File: src/rtl/led_pattern_gen_pkg.sv
// Shared mode codes and default sizing for the LED sequencer.
// The MODE encoding here must match whatever control logic drives the MODE pins.
package led_pattern_gen_pkg;

  typedef enum logic [1:0] {
    MODE_FILL       = 2'd0,
    MODE_FILL_DRAIN = 2'd1,
    MODE_CHASE      = 2'd2,
    MODE_PINGPONG   = 2'd3
  } led_mode_e;

  localparam int LED_WIDTH_DEFAULT = 8;
  localparam int LED_DIV_W_DEFAULT = 24;

endpackage

File: src/rtl/led_pattern_gen_prescaler.sv
// led_step_prescaler: clock-enable generator, TICK once every DIV+1 enabled cycles.
// The count is held (not cleared) while EN is low.
module led_step_prescaler #(
  parameter int DIV_W = 24
) (
  input  logic             CLK,
  input  logic             RST,
  input  logic             EN,
  input  logic [DIV_W-1:0] DIV,
  output logic             TICK
);

  logic [DIV_W-1:0] cnt_q, cnt_d;

  // Using >= means lowering DIV below the running count ticks on the next enabled cycle.
  always_comb begin
    TICK  = EN && (cnt_q >= DIV);
    cnt_d = cnt_q;
    if (EN) begin
      cnt_d = TICK ? '0 : cnt_q + DIV_W'(1);
    end
  end

  always_ff @(posedge CLK or negedge RST) begin
    if (!RST) begin
      cnt_q <= '0;
    end else begin
      cnt_q <= cnt_d;
    end
  end

endmodule

File: src/rtl/led_pattern_gen.sv
// led_pattern_gen: WIDTH-bit LED sequencer with four patterns, mirroring, freeze and step/wrap strobes.
// Build option LEDPAT_ACTIVE_LOW_EN inverts Q for sink-driven LEDs (Q resets to all-ones).
module led_pattern_gen
  import led_pattern_gen_pkg::*;
#(
  parameter int WIDTH = LED_WIDTH_DEFAULT,
  parameter int DIV_W = LED_DIV_W_DEFAULT
) (
  input  logic             CLK,
  input  logic             RST,
  input  logic             EN,
  input  logic [1:0]       MODE,
  input  logic             DIR,
  input  logic [DIV_W-1:0] DIV,
  output logic [WIDTH-1:0] Q,
  output logic             STEP,
  output logic             WRAP
);

`ifdef LEDPAT_ACTIVE_LOW_EN
  localparam logic ACTIVE_LOW = 1'b1;
`else
  localparam logic ACTIVE_LOW = 1'b0;
`endif

  localparam logic [WIDTH-1:0] ALL_ONES = '1;
  localparam logic [WIDTH-1:0] ONE      = {{(WIDTH-1){1'b0}}, 1'b1};
  localparam logic [WIDTH-1:0] Q_RESET  = {WIDTH{ACTIVE_LOW}};

  logic             tick;
  led_mode_e        mode_in;
  led_mode_e        mode_q, mode_d;
  logic [WIDTH-1:0] p_q, p_d, p_next;
  logic             phase_q, phase_d, phase_next;
  logic             wrap_next;
  logic [WIDTH-1:0] q_q, q_d;
  logic             step_q, step_d;
  logic             wrap_q, wrap_d;

  function automatic logic [WIDTH-1:0] bitrev(input logic [WIDTH-1:0] v);
    logic [WIDTH-1:0] r;
    for (int i = 0; i < WIDTH; i++) begin
      r[i] = v[WIDTH-1-i];
    end
    return r;
  endfunction

  led_step_prescaler #(.DIV_W(DIV_W)) u_prescaler (
    .CLK  (CLK),
    .RST  (RST),
    .EN   (EN),
    .DIV  (DIV),
    .TICK (tick)
  );

  assign mode_in = led_mode_e'(MODE);

  // Next pattern in the LSB frame; DIR mirroring is applied only at the output.
  always_comb begin
    p_next     = p_q;
    phase_next = phase_q;
    wrap_next  = 1'b0;
    case (mode_q)
      MODE_FILL: begin
        if (p_q == ALL_ONES) begin
          p_next    = '0;
          wrap_next = 1'b1;
        end else begin
          p_next = (p_q << 1) | ONE;
        end
      end
      MODE_FILL_DRAIN: begin
        if (!phase_q) begin
          if (p_q == ALL_ONES) begin
            p_next     = p_q << 1;
            phase_next = 1'b1;
          end else begin
            p_next = (p_q << 1) | ONE;
          end
        end else begin
          p_next = p_q << 1;
          if (p_next == '0) begin
            phase_next = 1'b0;
            wrap_next  = 1'b1;
          end
        end
      end
      MODE_CHASE: begin
        if (p_q == '0 || p_q[WIDTH-1]) begin
          p_next    = ONE;
          wrap_next = p_q[WIDTH-1];
        end else begin
          p_next = p_q << 1;
        end
      end
      MODE_PINGPONG: begin
        // Direction flips on reaching an end so the end value is shown only once.
        if (p_q == '0) begin
          p_next     = ONE;
          phase_next = 1'b0;
        end else if (!phase_q) begin
          p_next = p_q << 1;
          if (p_next[WIDTH-1]) phase_next = 1'b1;
        end else begin
          p_next = p_q >> 1;
          if (p_next[0]) begin
            phase_next = 1'b0;
            wrap_next  = 1'b1;
          end
        end
      end
      default: begin
        p_next = ONE;
      end
    endcase
  end

  always_comb begin
    mode_d  = mode_q;
    p_d     = p_q;
    phase_d = phase_q;
    q_d     = q_q;
    step_d  = 1'b0;
    wrap_d  = 1'b0;
    if (tick) begin
      step_d = 1'b1;
      if (mode_in != mode_q) begin
        mode_d  = mode_in;
        p_d     = ONE;
        phase_d = 1'b0;
      end else begin
        p_d     = p_next;
        phase_d = phase_next;
        wrap_d  = wrap_next;
      end
      q_d = (DIR ? bitrev(p_d) : p_d) ^ {WIDTH{ACTIVE_LOW}};
    end
  end

  always_ff @(posedge CLK or negedge RST) begin
    if (!RST) begin
      mode_q  <= MODE_FILL;
      p_q     <= '0;
      phase_q <= 1'b0;
      q_q     <= Q_RESET;
      step_q  <= 1'b0;
      wrap_q  <= 1'b0;
    end else begin
      mode_q  <= mode_d;
      p_q     <= p_d;
      phase_q <= phase_d;
      q_q     <= q_d;
      step_q  <= step_d;
      wrap_q  <= wrap_d;
    end
  end

  assign Q    = q_q;
  assign STEP = step_q;
  assign WRAP = wrap_q;

endmodule

File: config.mk
export PLATFORM = sky130hd
export DESIGN_NAME = led_pattern_gen
export DESIGN_NICKNAME = d
export VERILOG_FILES = /design/src/rtl/led_pattern_gen_pkg.sv /design/src/rtl/led_pattern_gen_prescaler.sv /design/src/rtl/led_pattern_gen.sv
export SDC_FILE = /design/constraint.sdc
export NUM_CORES = 1
export LEC_CHECK = 0
export CAP_MARGIN = 10
export CORE_ASPECT_RATIO = 1.4
export CORE_UTILIZATION = 26
export DETAILED_ROUTE_END_ITERATION = 6
export GPL_ROUTABILITY_DRIVEN = 0
export PLACE_DENSITY_LB_ADDON = 0.3
export SLEW_MARGIN = 25
export SYNTH_ARGS = -nofsm -noshare
export SYNTH_HDL_FRONTEND = slang
export SYNTH_HIERARCHICAL = 1
export SYNTH_SLANG_ARGS = --single-unit
File: constraint.sdc
create_clock -name CLK -period 6.2 [get_ports CLK]
set_input_delay 0.62 -clock CLK [delete_from_list [all_inputs] [get_ports CLK]]
set_output_delay 0.62 -clock CLK [all_outputs]
set_load 0.1 [all_outputs]
# Word level (Yosys, flattened, before mapping)
# Index checks and enable logic that the tools add are counted.
[classes]
add_sub_neg = 1
n_lt_le_gt_ge = 1
n_eq_ne = 5
mux = 29
n_reduce_logical = 8
[op_table]
columns = ["cell", "n"]
rows = [
  ["8-bit 2-to-1 mux", 6],
  ["8-bit case mux with 4 select lines", 1],
  ["24-bit by 1-bit adder with 24-bit output, second input constant", 1],
  ["24-bit greater-or-equal comparator", 1],
  ["24-bit 2-to-1 mux", 1],
  ["1-bit 2-to-1 mux", 19],
  ["8-bit zero test", 2],
  ["8-bit == test, second input constant", 1],
  ["2-bit == test, second input constant", 2],
  ["1-bit case mux with 4 select lines", 1],
  ["2-bit AND reduction", 2],
  ["3-bit nonzero test", 1],
  ["2-bit by 1-bit == test with 1-bit output, second input constant", 1],
  ["2-bit zero test", 1],
  ["2-bit != test", 1],
  ["1-bit case mux with 2 select lines", 1],
  ["1-bit logical AND", 1],
  ["1-bit logical OR", 1],
]
[word_totals]
ff_bits = 45
input_bits = 30
output_inout_bits = 10
elab_cells = 51

# Logic depth before layout (Yosys ltp)
# Gate-level depths: netlist of run 1.
[logic_depth]
ltp_word = 6
mapped_depth = 13
mapped_depth_nobuf = 12

# By module
# The synthesis of run 1 kept the hierarchy.
[modules_own_cells]
columns = ["mod", "n_inst", "cells_each", "area_each_um2", "seq_area_each_um2"]
rows = [
  ["led_step_prescaler", 1, 208, 1950.6, 600.6],
  ["led_pattern_gen", 1, 130, 1267.5, 525.5],
]

# Worst setup path before layout of run 1
# OpenSTA, ideal clock, no wires.
[synth_path]
path_kind = "input -> register"
startpoint = "input port DIV[21]"
endpoint = "register q_q[2], in the netlist Q[2]"
setup_time_ns = 0.123
t_arrival_ns = 2.892
required_ns = 6.077
setup_slack_ns = 3.185
cell_stages = 12
path_buffers = 3
cell_sequence = "inv_1 > ha_1 > a21o_1 > a21o_1 > a21oi_2 > nand2_1 > or3_1 > buf_6 > and2_1 > clkbuf_1 > clkbuf_1 > o221a_2"
[synth_via]
elab_chain_cells = 2
[synth_lines]
columns = ["item", "line_no", "text"]
rows = [
  ["start: declaration", "led_pattern_gen.sv:14", "input logic [DIV_W-1:0] DIV,"],
  ["24-bit greater-or-equal comparator", "led_pattern_gen_prescaler.sv:17", "TICK = EN && (cnt_q >= DIV);"],
  ["1-bit logical AND", "led_pattern_gen_prescaler.sv:17", ""],
  ["end signal: assignment", "led_pattern_gen.sv:152", "q_q <= q_d;"],
  ["end: declaration", "led_pattern_gen.sv:36", "logic [WIDTH-1:0] q_q, q_d;"],
]
# Every way passes these cells.
# A chain may end at the register's enable or synchronous reset.

# Final worst setup path of run 1
[layout_path]
startpoint = "input port DIV[5]"
endpoint = "register phase_q"
[layout_via]
elab_chain_cells = 3
[layout_lines]
columns = ["item", "line_no", "text"]
rows = [
  ["24-bit greater-or-equal comparator", "led_pattern_gen_prescaler.sv:17", ""],
  ["1-bit logical AND", "led_pattern_gen_prescaler.sv:17", ""],
  ["2-bit AND reduction (no source line)", "n/a", ""],
  ["end signal: assignment", "led_pattern_gen.sv:151", "phase_q <= phase_d;"],
  ["end: declaration", "led_pattern_gen.sv:34", "logic phase_q, phase_d, phase_next;"],
]
# Every way passes these cells.

==> key figures, run 1 <==
Clock tree
  – Clock tree buffer depth: 2
  – Clk root buf: clkbuf_16
  – CTS tree: built
  – H-Tree Depth: 2
  – CTS hold repair buffers: 0
  – Worst skew pair latency: 280 ps
  – Clock sinks: 45
  – Post-CTS setup buffer count: 0
  – CTS buffer count: 5
  – Post-CTS resize count: 0
  – Clock slew at reported path FFs: 60 ps

Worst setup path
  – Crit path launch: DIV[5]
  – CP Class: primary input to flop
  – Worst r2r path cells: 11
  – Critical Path, Cell by Cell: clkdlybuf4s50_1, inv_1, ha_1, a21oi_1, a21boi_0, o21ai_0, and4_4, or3_1, and2_1, nand3_1, a31o_1, o311a_1, o22ai_1
  – Worst r2r src: u_prescaler/cnt_q[5]
  – CP Capture Type: flop
  – Worst Path Arrival: 3550 ps
  – Critical path launch point type: primary input
  – Crit-path slowest cell: and2_1
  – Reg2reg setup slack: 3210 ps
  – CP max stage delay: 520 ps
  – Crit path capture: phase_q
  – Worst-path fanout max: 16
  – Worst endpoint required time: 6400 ps
  – RR Endpoint: phase_q

Route
  – Drt total wl: 7370 um
  – Via Count: 2627
  – DR iter-0 viols: 116
  – WL per Instance: 14.3 um
  – Vias per Instance: 5.10
  – Post-route ant nets: 0
  – # DRC: 0
  – DR pass1 iterations: 4

STA
  – Tmin final: 3350 ps
  – Fin. Hold Viols: 0
  – Worst Tran Pin Value: 982 ps
  – Max transition margin: 34.3%
  – RSZ-0062 raised after global routing: false
  – Fin crit share: 54.0%
  – Setup TNS: 0 ps
  – Final setup violation count: 0
  – Clk_skew: 8.06 ps
  – Pins Over Slew Limit: 0
  – Top achievable clock speed: 299 MHz

Yosys
  – Synth Instances: 338
  – Library cells used by synthesis: 58
  – Sequential-to-total area share from yosys stat: 35.0%
  – Synthesized area: 3220 um^2
  – Synthesized area per cell: 9.52 um^2
  – Ys flop type: dfrtp_1
  – Yosys warning total: 6
  – Asr flop ratio synth: 100%
  – Flops & latches, synth: 45
  – Post-synth EDFFs: 0
  – Post-Syn Nets: 393

Final layout
  – Area Growth Syn to Fin: 19.1%
  – Layout Nets: 423
  – Diode count: 0
  – Layout cell share with drive strength beyond 1: 13.0%
  – Post-layout util: 32.1%
  – FILL cells: 1264

Global routing
  – GRT Total Usage: 11.9%
  – Number of global-route vias before repair: 2539
  – Largest net degree at the start of global routing: 46
  – GR Overflow Total: 0
  – Antenna violations before repair: 0
  – First-pass GRT wire length: 12100 um

Placed design
  – DP Wirelength: 5410 um
  – Port Buffers: 39

Die
  – Die area: 12800 um^2
  – Ports: 40
  – Chip width: 96.0 um
  – DIE HEIGHT: 134 um
  – Core area: 11900 um^2
  – Site Rows: 47
  – Starting Density: 27.0%

Pwr
  – P_leak: 1.72 nW
  – Maximum vdd drop: 0.110 mV
  – PwrDens: 191 nW/um^2

Hold path
  – Hold/Removal Path Class: primary input to async pin

Outcome
  – Status: finished, final reports clean

Job
  – Max-cap violations: 0
worst max-delay path: cells and delay by family:
family	cells	cell delay, ps
buffers and inverters	2	490
adders and majority gates	1	280
and+or+nand+nor	4	1080
AOI/OAI and AO/OA	6	1070
routing by layer:
layer | global-route usage, % | vias up | wire length, um
met5 | 0 | - | 0
met4 | 3.15 | 0 | 77
met3 | 2.11 | 8 | 334
met2 | 21.2 | 64 | 3810
met1 | 14.4 | 1255 | 3140
li1 | - | 1300 | -
cells in the final DEF (no fill, tap or decap), drive strengths merged, types with 3 or more instances in the layout:
master / count
dfrtp: 45
clkdlybuf4s50: 38
a21oi: 35
inv: 29
ha: 25
nand2: 22
nand3: 18
xor2: 15
nor2: 13
nand4: 12
o21ai: 11
nor3: 6
nand2b: 6
clkbuf: 6
mux2: 5
and4: 5
xnor2: 4
a22oi: 4
o221ai: 4
a221o: 4
o221a: 4
buf: 4
and3: 4
o41ai: 4
and2: 3
o211ai: 3
mux2i: 3
a21boi: 3
a21o: 3
nand3b: 3
o2bb2ai: 3
or4: 3
o22ai: 3
cells by family after synthesis:
kind of cell               after synthesis  synth area share [%]
buffers and inverters                   48                  7.31
xor gates and xnor gates                19                  5.17
and+or+nand+nor                        103                  18.0
AOI/OAI and AO/OA                       90                  22.1
DFF                                     45                  35.0
muxes                                    8                  2.68
adders and majority gates               25                  9.72
registers in the layout, indices dropped and copies added, names as in the netlist:
| name | cells |
|---|---|
| u_prescaler/cnt_q | 24 |
| STEP | 1 |
| phase_q | 1 |
| mode_q | 2 |
| Q | 8 |
| p_q | 8 |
| WRAP | 1 |
report_power, final:
part,switching (mW),leakage (nW),total (mW),internal (mW)
logic,0.0629,1.05,0.131,0.0678
clock network,0.111,0.0690,0.269,0.158
registers,0.0244,0.600,0.334,0.309
worst min-delay path by stage:
stage | endpoint | slack [ps]
6_report | Q[6] | 340
5_1_grt | Q[1] | 380
4_1_cts | Q[6] | 370
3_5_place_dp | Q[1] | 500
3_3_place_gp | Q[1] | 500
2_1_floorplan | Q[0] | 320
layout make-up:
| class | count | area [um^2] | area share [%] |
|---|---|---|---|
| repair buffers | 42 | 410 | 10.7 |
| flip-flops and latches | 45 | 1130 | 29.4 |
| multi-input cells | 245 | 1860 | 48.4 |
| clock buffers | 6 | 139 | 3.62 |
| well taps | 147 | 184 | 4.80 |
| inverters | 29 | 109 | 2.84 |
| clock inverters | 1 | 7.51 | 0.196 |
metrics by stage:
step	setup slack, ps	hold slack [ps]	power [mW]	area (um^2)	instances
6_report	2850	340	0.734	3830	515
5_1_grt	2640	384	0.778	3830	515
4_1_cts	2850	365	0.747	3830	515
3_5_place_dp	2560	496	0.472	3690	508
3_3_place_gp	2630	498	0.471	3680	508
2_1_floorplan	3180	324	0.421	3220	338
synthesized netlist by cell type (2+ instances only):
master / count / area share [%]
a21oi_2: 16 / 4.4
a22o_1: 2 / 0.54
o2bb2ai_2: 3 / 1.4
nand3b_1: 3 / 0.70
a21o_1: 3 / 0.70
nand2_1: 22 / 2.6
o221a_2: 4 / 1.4
nand2b_1: 5 / 0.97
o41ai_1: 3 / 0.82
buf_12: 2 / 1.2
and4_1: 4 / 1.1
and2_1: 3 / 0.58
or4_1: 2 / 0.47
nor3_1: 6 / 0.93
xnor2_1: 4 / 1.1
o211ai_1: 3 / 0.70
a21boi_0: 3 / 0.70
nor2_1: 13 / 1.5
o21ai_0: 10 / 1.6
inv_1: 29 / 3.4
a21oi_1: 19 / 3.0
mux2_2: 5 / 1.7
o221ai_1: 4 / 1.1
nand3_1: 17 / 2.6
mux2i_1: 3 / 0.93
a22oi_1: 4 / 0.93
and3_1: 4 / 0.78
nand4_1: 12 / 2.3
xor2_1: 15 / 4.1
buf_6: 2 / 0.70
buf_2: 6 / 0.93
ha_1: 25 / 9.7
clkbuf_1: 9 / 1.0
o22ai_2: 2 / 0.78
a221o_1: 4 / 1.2
dfrtp_1: 45 / 35
Power figures use the tool's default switching activity.
==> run 2, diff against run 1 <==
- clock period: 6.2 -> 3.3 ns (I/O delays scaled with it)
==> run 2 against run 1 <==
First-iteration DRC count shrank 51%; final area increased by 0.75%; combinational power rose by 91%; routed wire length grew 2.0%; non-clock buffer count up 3; clock skew decreased by 2.6 ps; worst hold slack lost 290 ps; largest cell class unchanged; largest power group unchanged; highest routed layer unchanged.
==> key figures, run 2 (synthesis results as in run 1) <==
Outcome
  – Status: finished, final reports clean

Global routing
  – Number of global-route vias before repair: 2671
  – Antenna violations before repair: 0
  – GR Overflow Total: 0
  – First-pass GRT wire length: 12600 um
  – Largest net degree at the start of global routing: 46
  – GRT Total Usage: 12.5%

Die
  – Site Rows: 47
  – Starting Density: 27.0%
  – Core area: 11900 um^2
  – DIE HEIGHT: 134 um
  – Die area: 12800 um^2
  – Ports: 40
  – Chip width: 96.0 um

Clock tree
  – Post-CTS resize count: 0
  – Clock slew at reported path FFs: 60 ps
  – CTS hold repair buffers: 0
  – Post-CTS setup buffer count: 0
  – Clk root buf: clkbuf_16
  – H-Tree Depth: 2
  – CTS tree: built
  – CTS buffer count: 5
  – Worst skew pair latency: 280 ps
  – Clock sinks: 45
  – Clock tree buffer depth: 2

Route
  – Post-route ant nets: 0
  – DR iter-0 viols: 57
  – WL per Instance: 14.5 um
  – # DRC: 0
  – DR pass1 iterations: 4
  – Drt total wl: 7520 um
  – Via Count: 2604
  – Vias per Instance: 5.02

STA
  – Top achievable clock speed: 361 MHz
  – Clk_skew: 5.41 ps
  – RSZ-0062 raised after global routing: false
  – Fin. Hold Viols: 0
  – Max transition margin: 34.4%
  – Tmin final: 2770 ps
  – Final setup violation count: 0
  – Setup TNS: 0 ps
  – Final setup margin: 527 ps
  – WHS: 49.7 ps
  – Pins Over Slew Limit: 0
  – Worst Tran Pin Value: 981 ps
  – Fin crit share: 84.0%

Placed design
  – DP Wirelength: 5590 um
  – Pre-CTS setup slack: 207 ps
  – Area post-placement: 3710 um^2
  – Placed Cells incl. Taps: 511
  – Port Buffers: 39

Worst setup path
  – CP Class: primary input to flop
  – RR Endpoint: Q[3]
  – Worst r2r path cells: 9
  – Worst Path Arrival: 2940 ps
  – Critical path launch point type: primary input
  – CP Capture Type: flop
  – Reg2reg setup slack: 600 ps
  – Worst r2r src: u_prescaler/cnt_q[7]
  – Worst-path fanout max: 18
  – Worst endpoint required time: 3470 ps

Final layout
  – Diode count: 0
  – FILL cells: 1259
  – Non-filler cells, final: 519
  – Area Growth Syn to Fin: 20.0%
  – Max FFs per register: 24
  – Post-layout util: 32.3%
  – Post-route cell area: 3860 um^2
  – Most frequent cells in the layout: dfrtp_1, clkdlybuf4s50_1, inv_1
  – Most flops, register: u_prescaler/cnt_q
  – Layout cell share with drive strength beyond 1: 14.0%
  – Commonest non-fill, non-tap cell in the layout: dfrtp_1
  – Layout Nets: 426

Pwr
  – P_leak: 1.74 nW
  – Maximum vdd drop: 0.229 mV
  – PwrDens: 361 nW/um^2
  – Final Total Pwr: 1.40 mW

Hold path
  – Hold/Removal Path Class: primary input to async pin

Job
  – Max-cap violations: 0
run 2: cell count changes in the layout (fill, tap and decap cells not counted), sizes merged:
| cell | previous run | this run |
|---|---|---|
| buf | 4 | 7 |
| clkinv | 0 | 2 |
| clkinvlp | 1 | 0 |
run 2: worst max-delay path by stage:
stage,startpoint,end,cells after the start
finish,DIV[7],Q[3],11
CTS,DIV[5],Q[2],11
detailed placement,DIV[5],Q[3],11
global placement,DIV[7],Q[5],11
floorplan,u_prescaler/cnt_q[0],Q[2],12
global route,DIV[5],Q[3],12
run 2: per-layer routing:
layer  GRT usage [%]  wire length, um  vias up
met5               0                0        -
met4            4.06              101        0
met3            1.94              264        8
met2            22.7             3970       54
met1            14.5             3190     1240
li1                -                -     1302
run 2: where the power goes:
part | total, mW | internal [mW] | leakage [nW] | switching, mW
Sequential | 0.632 | 0.581 | 0.600 | 0.0503
Clock | 0.514 | 0.301 | 0.0768 | 0.212
Combinational | 0.250 | 0.129 | 1.06 | 0.121
run 2: layout make-up:
type | count | area [um^2] | share of cell area, %
clock inverters | 2 | 13.8 | 0.356
multi-input cells | 245 | 1860 | 48.1
flip-flops and latches | 45 | 1130 | 29.2
inverters | 29 | 109 | 2.82
clock buffers | 6 | 139 | 3.60
repair buffers | 45 | 433 | 11.2
well taps | 147 | 184 | 4.76
run 2: critical path, cell delays in order:
cell and delay [ps]:
clkdlybuf4s50_1 450, inv_1 50, ha_1 300, a21oi_1 210, nor2b_1 150, o221ai_1 150
and4_4 220, or3_1 320, and2_1 230, buf_4 220, o221a_2 290
